[src/rtl/brightled_multi.sv]
// N-channel LED brightness controller: three debounced buttons step the selected channel's level, shared-counter PWM per channel.
// Optional auto-repeat on plus/minus is enabled by defining BRIGHTLED_MULTI_REPEAT_EN.
module brightled_multi #(
  parameter int CHANNELS        = 4,
  parameter int LEVEL_W         = 4,
  parameter int DEBOUNCE_CYCLES = 16,
  parameter int PRESCALE        = 1,
  parameter int RESET_LEVEL     = 0,
  parameter int REPEAT_DELAY    = 256,
  parameter int REPEAT_PERIOD   = 64
) (
  input  logic                                             clk,
  input  logic                                             rst,
  input  logic                                             button_plus,
  input  logic                                             button_minus,
  input  logic                                             button_sel,
  output logic [CHANNELS-1:0]                              led,
  output logic [(CHANNELS > 1 ? $clog2(CHANNELS) : 1)-1:0] sel_ch,
  output logic [LEVEL_W-1:0]                               sel_level
);

  localparam int SEL_W   = (CHANNELS > 1) ? $clog2(CHANNELS) : 1;
  localparam int DB_W    = $clog2(DEBOUNCE_CYCLES + 1);
  localparam int PS_W    = (PRESCALE > 1) ? $clog2(PRESCALE) : 1;
  localparam int RPT_MAX = (REPEAT_DELAY > REPEAT_PERIOD) ? REPEAT_DELAY : REPEAT_PERIOD;
  localparam int RPT_W   = $clog2(RPT_MAX + 1);

  localparam logic [LEVEL_W-1:0] MAX_LEVEL = {LEVEL_W{1'b1}};

  localparam logic [1:0] ST_IDLE         = 2'd0;
  localparam logic [1:0] ST_PRESS_WAIT   = 2'd1;
  localparam logic [1:0] ST_HELD         = 2'd2;
  localparam logic [1:0] ST_RELEASE_WAIT = 2'd3;

  localparam int BTN_PLUS  = 0;
  localparam int BTN_MINUS = 1;
  localparam int BTN_SEL   = 2;

`ifdef BRIGHTLED_MULTI_REPEAT_EN
  localparam bit REPEAT_EN = 1'b1;
`else
  localparam bit REPEAT_EN = 1'b0;
`endif

  logic [2:0] raw;
  logic [2:0] meta_q;
  logic [2:0] sync_q;
  logic [2:0] btn_pulse;

  assign raw = {button_sel, button_minus, button_plus};

  // NOTE: sequential state always uses non-blocking assignments so every flop samples pre-edge values.
  always_ff @(posedge clk or posedge rst) begin
    if (rst) begin
      meta_q <= '0;
      sync_q <= '0;
    end else begin
      meta_q <= raw;
      sync_q <= meta_q;
    end
  end

  for (genvar b = 0; b < 3; b++) begin : g_db
    logic [1:0]       state_q;
    logic [DB_W-1:0]  cnt_q;
    logic [RPT_W-1:0] rpt_q;
    logic             s;
    logic             db_done;
    logic             press_fire;
    logic             rpt_fire;
    logic             pulse;

    assign s = sync_q[b];
    // The sample that left the previous state counts as the first stable one.
    assign db_done    = (int'(cnt_q) + 2 >= DEBOUNCE_CYCLES);
    assign press_fire = s && ((state_q == ST_IDLE && DEBOUNCE_CYCLES == 1) ||
                              (state_q == ST_PRESS_WAIT && db_done));
    assign rpt_fire   = REPEAT_EN && (b != BTN_SEL) && s && (state_q == ST_HELD) && (rpt_q == '0);
    assign pulse      = press_fire || rpt_fire;

    always_ff @(posedge clk or posedge rst) begin
      if (rst) begin
        state_q <= ST_IDLE;
        cnt_q   <= '0;
        rpt_q   <= '0;
      end else begin
        case (state_q)
          ST_IDLE: begin
            if (s) begin
              cnt_q   <= '0;
              rpt_q   <= RPT_W'(REPEAT_DELAY - 1);
              state_q <= (DEBOUNCE_CYCLES == 1) ? ST_HELD : ST_PRESS_WAIT;
            end
          end
          ST_PRESS_WAIT: begin
            if (!s) begin
              state_q <= ST_IDLE;
            end else if (db_done) begin
              state_q <= ST_HELD;
              rpt_q   <= RPT_W'(REPEAT_DELAY - 1);
            end else begin
              cnt_q <= cnt_q + 1'b1;
            end
          end
          ST_HELD: begin
            if (!s) begin
              cnt_q   <= '0;
              state_q <= (DEBOUNCE_CYCLES == 1) ? ST_IDLE : ST_RELEASE_WAIT;
            end else if (rpt_q == '0) begin
              rpt_q <= RPT_W'(REPEAT_PERIOD - 1);
            end else begin
              rpt_q <= rpt_q - 1'b1;
            end
          end
          ST_RELEASE_WAIT: begin
            // Repeat timer is frozen here so a bounce back to HELD resumes the cadence.
            if (s) begin
              state_q <= ST_HELD;
            end else if (db_done) begin
              state_q <= ST_IDLE;
            end else begin
              cnt_q <= cnt_q + 1'b1;
            end
          end
          default: state_q <= ST_IDLE;
        endcase
      end
    end
  end

  assign btn_pulse = {g_db[2].pulse, g_db[1].pulse, g_db[0].pulse};

  logic [LEVEL_W-1:0] level_q [CHANNELS];
  logic [SEL_W-1:0]   sel_q;
  logic               plus_p;
  logic               minus_p;

  assign plus_p  = btn_pulse[BTN_PLUS];
  assign minus_p = btn_pulse[BTN_MINUS];

  // NOTE: the level array is tiny and must start at RESET_LEVEL, so it is reset like ordinary flops.
  always_ff @(posedge clk or posedge rst) begin
    if (rst) begin
      for (int i = 0; i < CHANNELS; i++) level_q[i] <= LEVEL_W'(RESET_LEVEL);
      sel_q <= '0;
    end else begin
      for (int i = 0; i < CHANNELS; i++) begin
        if (SEL_W'(i) == sel_q) begin
          if (plus_p && !minus_p && level_q[i] != MAX_LEVEL) begin
            level_q[i] <= level_q[i] + 1'b1;
          end else if (minus_p && !plus_p && level_q[i] != '0) begin
            level_q[i] <= level_q[i] - 1'b1;
          end
        end
      end
      if (btn_pulse[BTN_SEL]) begin
        sel_q <= (sel_q == SEL_W'(CHANNELS - 1)) ? '0 : sel_q + 1'b1;
      end
    end
  end

  logic [PS_W-1:0]    ps_q;
  logic [LEVEL_W-1:0] pwm_q;
  logic [CHANNELS-1:0] led_q;

  // Period counter spans 0..MAX_LEVEL-1, so MAX_LEVEL compares as always on.
  always_ff @(posedge clk or posedge rst) begin
    if (rst) begin
      ps_q  <= '0;
      pwm_q <= '0;
      led_q <= '0;
    end else begin
      if (ps_q == PS_W'(PRESCALE - 1)) begin
        ps_q  <= '0;
        pwm_q <= (pwm_q == MAX_LEVEL - 1'b1) ? '0 : pwm_q + 1'b1;
      end else begin
        ps_q <= ps_q + 1'b1;
      end
      for (int i = 0; i < CHANNELS; i++) led_q[i] <= (pwm_q < level_q[i]);
    end
  end

  assign led       = led_q;
  assign sel_ch    = sel_q;
  assign sel_level = level_q[sel_q];

endmodule
[config.mk]
export PLATFORM = sky130hd
export DESIGN_NAME = brightled_multi
export DESIGN_NICKNAME = d
export VERILOG_FILES = /design/src/rtl/brightled_multi.sv
export SDC_FILE = /design/constraint.sdc
export NUM_CORES = 1
export LEC_CHECK = 0
export CAP_MARGIN = 10
export CORE_AREA = 2 2 87 89
export DETAILED_ROUTE_END_ITERATION = 6
export DIE_AREA = 0 0 89 91
export HOLD_SLACK_MARGIN = 0.1
export SLEW_MARGIN = 25
export SYNTH_ARGS = -nofsm -noshare
export SYNTH_HDL_FRONTEND = slang
export SYNTH_SLANG_ARGS = --single-unit
export TNS_END_PERCENT = 10
[constraint.sdc]
create_clock -name clk -period 3.5 [get_ports clk]
set_clock_uncertainty 0.05 [all_clocks]
set_input_delay 0.7 -clock clk [delete_from_list [all_inputs] [get_ports clk]]
set_output_delay 0.7 -clock clk [all_outputs]
set_load 0.05 [all_outputs]
Yosys cells after proc, flatten, opt, wreduce, memory -nomap -nowiden
Cells that the tools add are included.

Bits in registers: 54. Output and inout bits: 10. Word-level logic and storage cells: 171.

Add/subtract/negate cells: 17. Order comparisons: 8. Eq/ne operators: 36. Muxes and demuxes: 53. Bitwise gates (word level): 1. Reduce and logical (&&, ||, !) cells: 40.

Operators by type and width (number): $mux W5 (15); $pmux W5 S4 (3); $mux W4 (11); $mux W2 (19); $ne A2 B2 Y1 const B (12); $pmux W2 S4 (3); $reduce_and A4 Y1 (6); $add A4 B1 Y4 const B (5); $add A5 B2 Y6 const B (3); $ge A6 B5 Y1 const B (3); $ne A3 B3 Y1 const B (6); $logic_and A1 B1 Y1 (16); $lt A4 B4 Y1 (4); $ne A4 B4 Y1 const B (4); $reduce_bool A4 Y1 (4); $sub A4 B1 Y4 const B (4); $add A5 B1 Y5 const B (3); $eq A2 B2 Y1 const B (7); $bmux W4 S2 (1); $logic_not A2 Y1 (4); $reduce_and A2 Y1 (4); $reduce_bool A2 Y1 (4); $eq A2 B1 Y1 const B (3); $eq A2 B2 Y1 const A (2); other kinds (8) (9).

Longest topological paths before layout
Depth in word-level cells: 9. Gate-level depth with buffers: 10. Gate-level depth less buffers: 9.

Worst setup path after synthesis
No wires, ideal clock.

Path kind: register to register. From: reg g_db[0].cnt_q[1]. To: reg level_q[11] (netlist name). Library setup time: 0.071 ns. Arrival time: 2.438 ns. Data required time: 3.379 ns. Slack: 0.941 ns. Cell stages (with the launch flop): 11. Buffers on the path: 1. Cell sequence: dfrtp_1 a31o_4 nand4b_4 buf_6 a21oi_1 nand2_1 ha_1 a21o_1 a21o_1 or4_1 nand4_1.

Longest elaborated chain between the ends: 9.

Ends and longest elaborated chain: start, declared (RTL line 65) `logic [DB_W-1:0] cnt_q;`; start signal, assigned (RTL line 102) `cnt_q <= cnt_q + 1'b1;`; start signal, assigned (RTL line 122) `cnt_q <= cnt_q + 1'b1;`; $add A5 B2 Y6 (*) (RTL line 75) `assign db_done = (int'(cnt_q) + 2 >= DEBOUNCE_CYCLES);`; $ge A6 B5 Y1 (*) (RTL line 75); $logic_and A1 B1 Y1 (*) (RTL line 77) `(state_q == ST_PRESS_WAIT && db_done));`; $logic_and A1 B1 Y1 (*) (RTL line 76) `assign press_fire = s && ((state_q == ST_IDLE && DEBOUNCE_CYCLES == 1) ||`; $logic_not A1 Y1 (RTL line 151) `end else if (minus_p && !plus_p && level_q[i] != '0) begin`; $logic_and A1 B1 Y1 (2 in a row) (RTL line 151); $reduce_bool A2 Y1 (no line); $reduce_and A2 Y1 (no line); end signal, assigned by index (RTL line 150) `level_q[i] <= level_q[i] + 1'b1;`; end signal, assigned by index (RTL line 152) `level_q[i] <= level_q[i] - 1'b1;`; end, declared (RTL line 133) `logic [LEVEL_W-1:0] level_q [CHANNELS];`.

Every way passes the cells marked *; elsewhere a longest branch is shown, timed or not. A chain may end at the register's enable or synchronous reset.

Final worst setup path
From: reg sel_q[0], in the netlist sel_ch[0]. To: out sel_level[2].

Longest elaborated chain between the ends: 4.

Ends and longest elaborated chain: start, declared (RTL line 134) `logic [SEL_W-1:0] sel_q;`; start signal, assigned (RTL line 157) `sel_q <= (sel_q == SEL_W'(CHANNELS - 1)) ? '0 : sel_q + 1'b1;`; $not A2 Y3 (not written as such) (RTL line 185) `assign sel_level = level_q[sel_q];`; $bmux W4 S2 (RTL line 185); $mux W4 (not written as such) (2 in a row) (RTL line 185); end, declared (RTL line 19) `output logic [LEVEL_W-1:0] sel_level`.

No other way between the ends. The select of a mux whose other input is x is not followed.

==> key figures <==
Synthesis
  – Post-Syn Area: around 0.0032 mm^2
  – Warnings, synthesis: 0
  – Share of synthesized registers carrying an async set or reset: 100%
  – Synthesized area per cell: 10.9 um^2
  – Cell variety after synth: 40
  – Net count of the mapped netlist: roughly 330
  – Most used flip-flop cell after synthesis: dfrtp_1
  – Number of flops mapped to enable cells by yosys: 0
  – Largest cells by area after synthesis: dfrtp_1, ha_1, a21o_1, mux4_2, nand2_1
  – Yosys top cell by area: dfrtp_1
  – Syn Inst Count: roughly 290
  – Share of the synthesized area in the top cell type: 41.8%
  – Sequential fraction of the synthesis area: between 40% and 50%
  – Flops & latches, synth: 53

Power
  – Cell Pwr Density: around 370 mW/mm^2
  – Leakage power: 0.00162 uW
  – Maximum vdd drop: approximately 0.21 mV

Clocking
  – Clk buf depth: 2
  – Worst-path clk slew: roughly 100 ps
  – Clk root buf: clkbuf_8
  – Count of hold buffers inserted by post-cts repair: 0
  – Htree depth: 2
  – Total CTS buffers: 5
  – Setup Buffers After CTS: 0
  – Clock Sinks: 53
  – Post-CTS Resized: 0
  – CTS tree: yes
  – Clk Latency, worst-skew pair: 310 ps

GRT
  – Gr ovfl total: 0
  – Met2 Use GR: approximately a quarter
  – Total track usage: between 15 and 20%
  – Antenna violations before repair: 0
  – Met3 usage: approximately 2.7%
  – Met1 usage: between 20 and 25%
  – Vias in the first global route: between 2000 and 2500
  – Largest net degree at the start of global routing: 54
  – Gr busiest metal: met2
  – First-pass GRT wire length: ~11000 um

Final layout
  – Inserted Diodes: 0
  – Layout cells sized above 1: 8.41%
  – Fill cells: roughly 670
  – Final #Nets: ~340
  – Most frequent cells in the layout: dfrtp_1, ha_1, nand2_1
  – Final core utilization: 49.7%
  – Area grow syn2layout: 11.8%
  – Most common cell after layout, fill and taps aside: dfrtp_1

Placed design
  – Post-detail-place hpwl: 4310 um
  – GP Congestion: roughly 0.84
  – PortBufs: 14

Route
  – Vias: approximately 2300
  – ANT nets after route: 0
  – Drt total wl: 6050 um
  – DRC: 0
  – DR WL/cell: around 15 um
  – Iter 0 DRT Violations: 99
  – Vias per inst: between 5 and 6
  – Drt pass-1 iters: 4

STA
  – Fin Setup TNS: 0 ps
  – Max-slew violations: 0
  – Final setup fails: 0
  – Final Critical Period: about 3000 ps
  – Highest clock rate: between 300 and 400 MHz
  – RSZ-0062 raised after global routing: false
  – Max_slew headroom: approximately 56%
  – Fin crit share: around 85%
  – Final hold violation count: 0
  – Slew @ Worst Pin: ~660 ps

Critical path
  – Startpoint types: flop
  – Worst EP required: roughly 2800 ps
  – WS Path Type: reg2out
  – Worst Path Arrival: 2230 ps
  – R2R setup slack: 630 ps
  – Max FO, Critical Path: 10
  – CP Capture Type: output pin

Worst hold path
  – Type of the most critical hold path: reg2reg

Floorplanning
  – Full die area: between 0.008 and 0.009 mm^2
  – Initial Util: around 44%
  – # rows: 31
  – Ports: 15
  – Die Span Y: about 91 um
  – Core area: between 0.007 and 0.008 mm^2
  – Die X: a little under 90 um

Job
  – Max Cap Violations: 0

Run status
  – Status: finished, final reports clean
worst paths after layout:
check	from	to	depth (start not counted)
max	sel_ch[0]	sel_level[2]	2
max reg2reg	g_db[0].cnt_q[1]	level_q[7]	9
min	meta_q[0]	sync_q[0]	0
max in group asynchronous	rst	level_q[15]	3
min in group asynchronous	rst	g_db[1].cnt_q[4]	3
min reg2reg	meta_q[0]	sync_q[0]	0
flip-flops by register name (all words and copies together) (netlist names), named ones only:
signal	cells
level_q	16
meta_q	3
g_db.cnt_q	15
sel_ch	2
sync_q	3
g_db.state_q	3
pwm_q	4
led	4
critical path, cell delays in order (launching register included):
cell	delay, ps
dfrtp_1	630
mux4_2	570
clkdlybuf4s50_1	710
layout make-up:
type                            count  area (um^2)  share of cell area, %
Clock buffer                        5         68.8                   1.94
Clock inverter                      3         68.8                   1.94
Inverter                           17         63.8                   1.80
Multi-Input combinational cell    216         1750                   49.3
Sequential cell                    53         1330                   37.4
Tap cell                           99          124                   3.49
Timing Repair Buffer               15          148                   4.16
report_power, final:
group	switching, uW	leakage, uW	internal (uW)	total (uW)
logic	58.6	0.000843	54.6	113
clock network	215	0.0000687	288	503
registers	51.9	0.000707	646	698
routing by layer:
metal  routed length [um]  vias up
met5                    0        -
met4                   65        0
met3                  135        7
met2                 2810       36
met1                 3040     1090
li1                     -     1118
kinds of logic after synthesis:
| kind of cell | synth area share (%) |
|---|---|
| adders and majority gates | 13.2 |
| muxes | 9.38 |
| AOI/OAI and AO/OA | 15.6 |
| buffers and inverters | 3.11 |
| DFF | 41.8 |
| xor gates and xnor gates | 3.31 |
| and+or+nand+nor | 13.7 |
per-stage QoR:
| stage | area (um^2) | setup slack (ps) | cells | total power [uW] | hold slack (ps) |
|---|---|---|---|---|---|
| 3_5_place_dp | 3410 | 643 | 400 | 824 | 293 |
| 2_1_floorplan | 3170 | 941 | 292 | 786 | 281 |
| 4_1_cts | 3550 | 494 | 408 | 1330 | 316 |
| 5_1_grt | 3550 | 372 | 408 | 1380 | 325 |
| 3_3_place_gp | 3410 | 691 | 400 | 817 | 288 |
| 6_report | 3550 | 524 | 408 | 1310 | 310 |
synthesized netlist by cell type, types with 4 or more instances:
cell,instances
nand2b_1,5
o211ai_1,12
mux2_2,7
mux2i_1,7
o21ai_0,11
or4_1,12
ha_1,27
dfrtp_1,53
fa_1,4
mux4_2,4
nand4_1,12
xnor2_1,7
nor2_1,16
nand2_1,24
a22o_1,6
mux2_1,4
a21o_1,16
a31oi_1,4
a21oi_1,16
xor2_1,5
inv_1,17
Note: power is estimated with default switching activity, not from simulation.
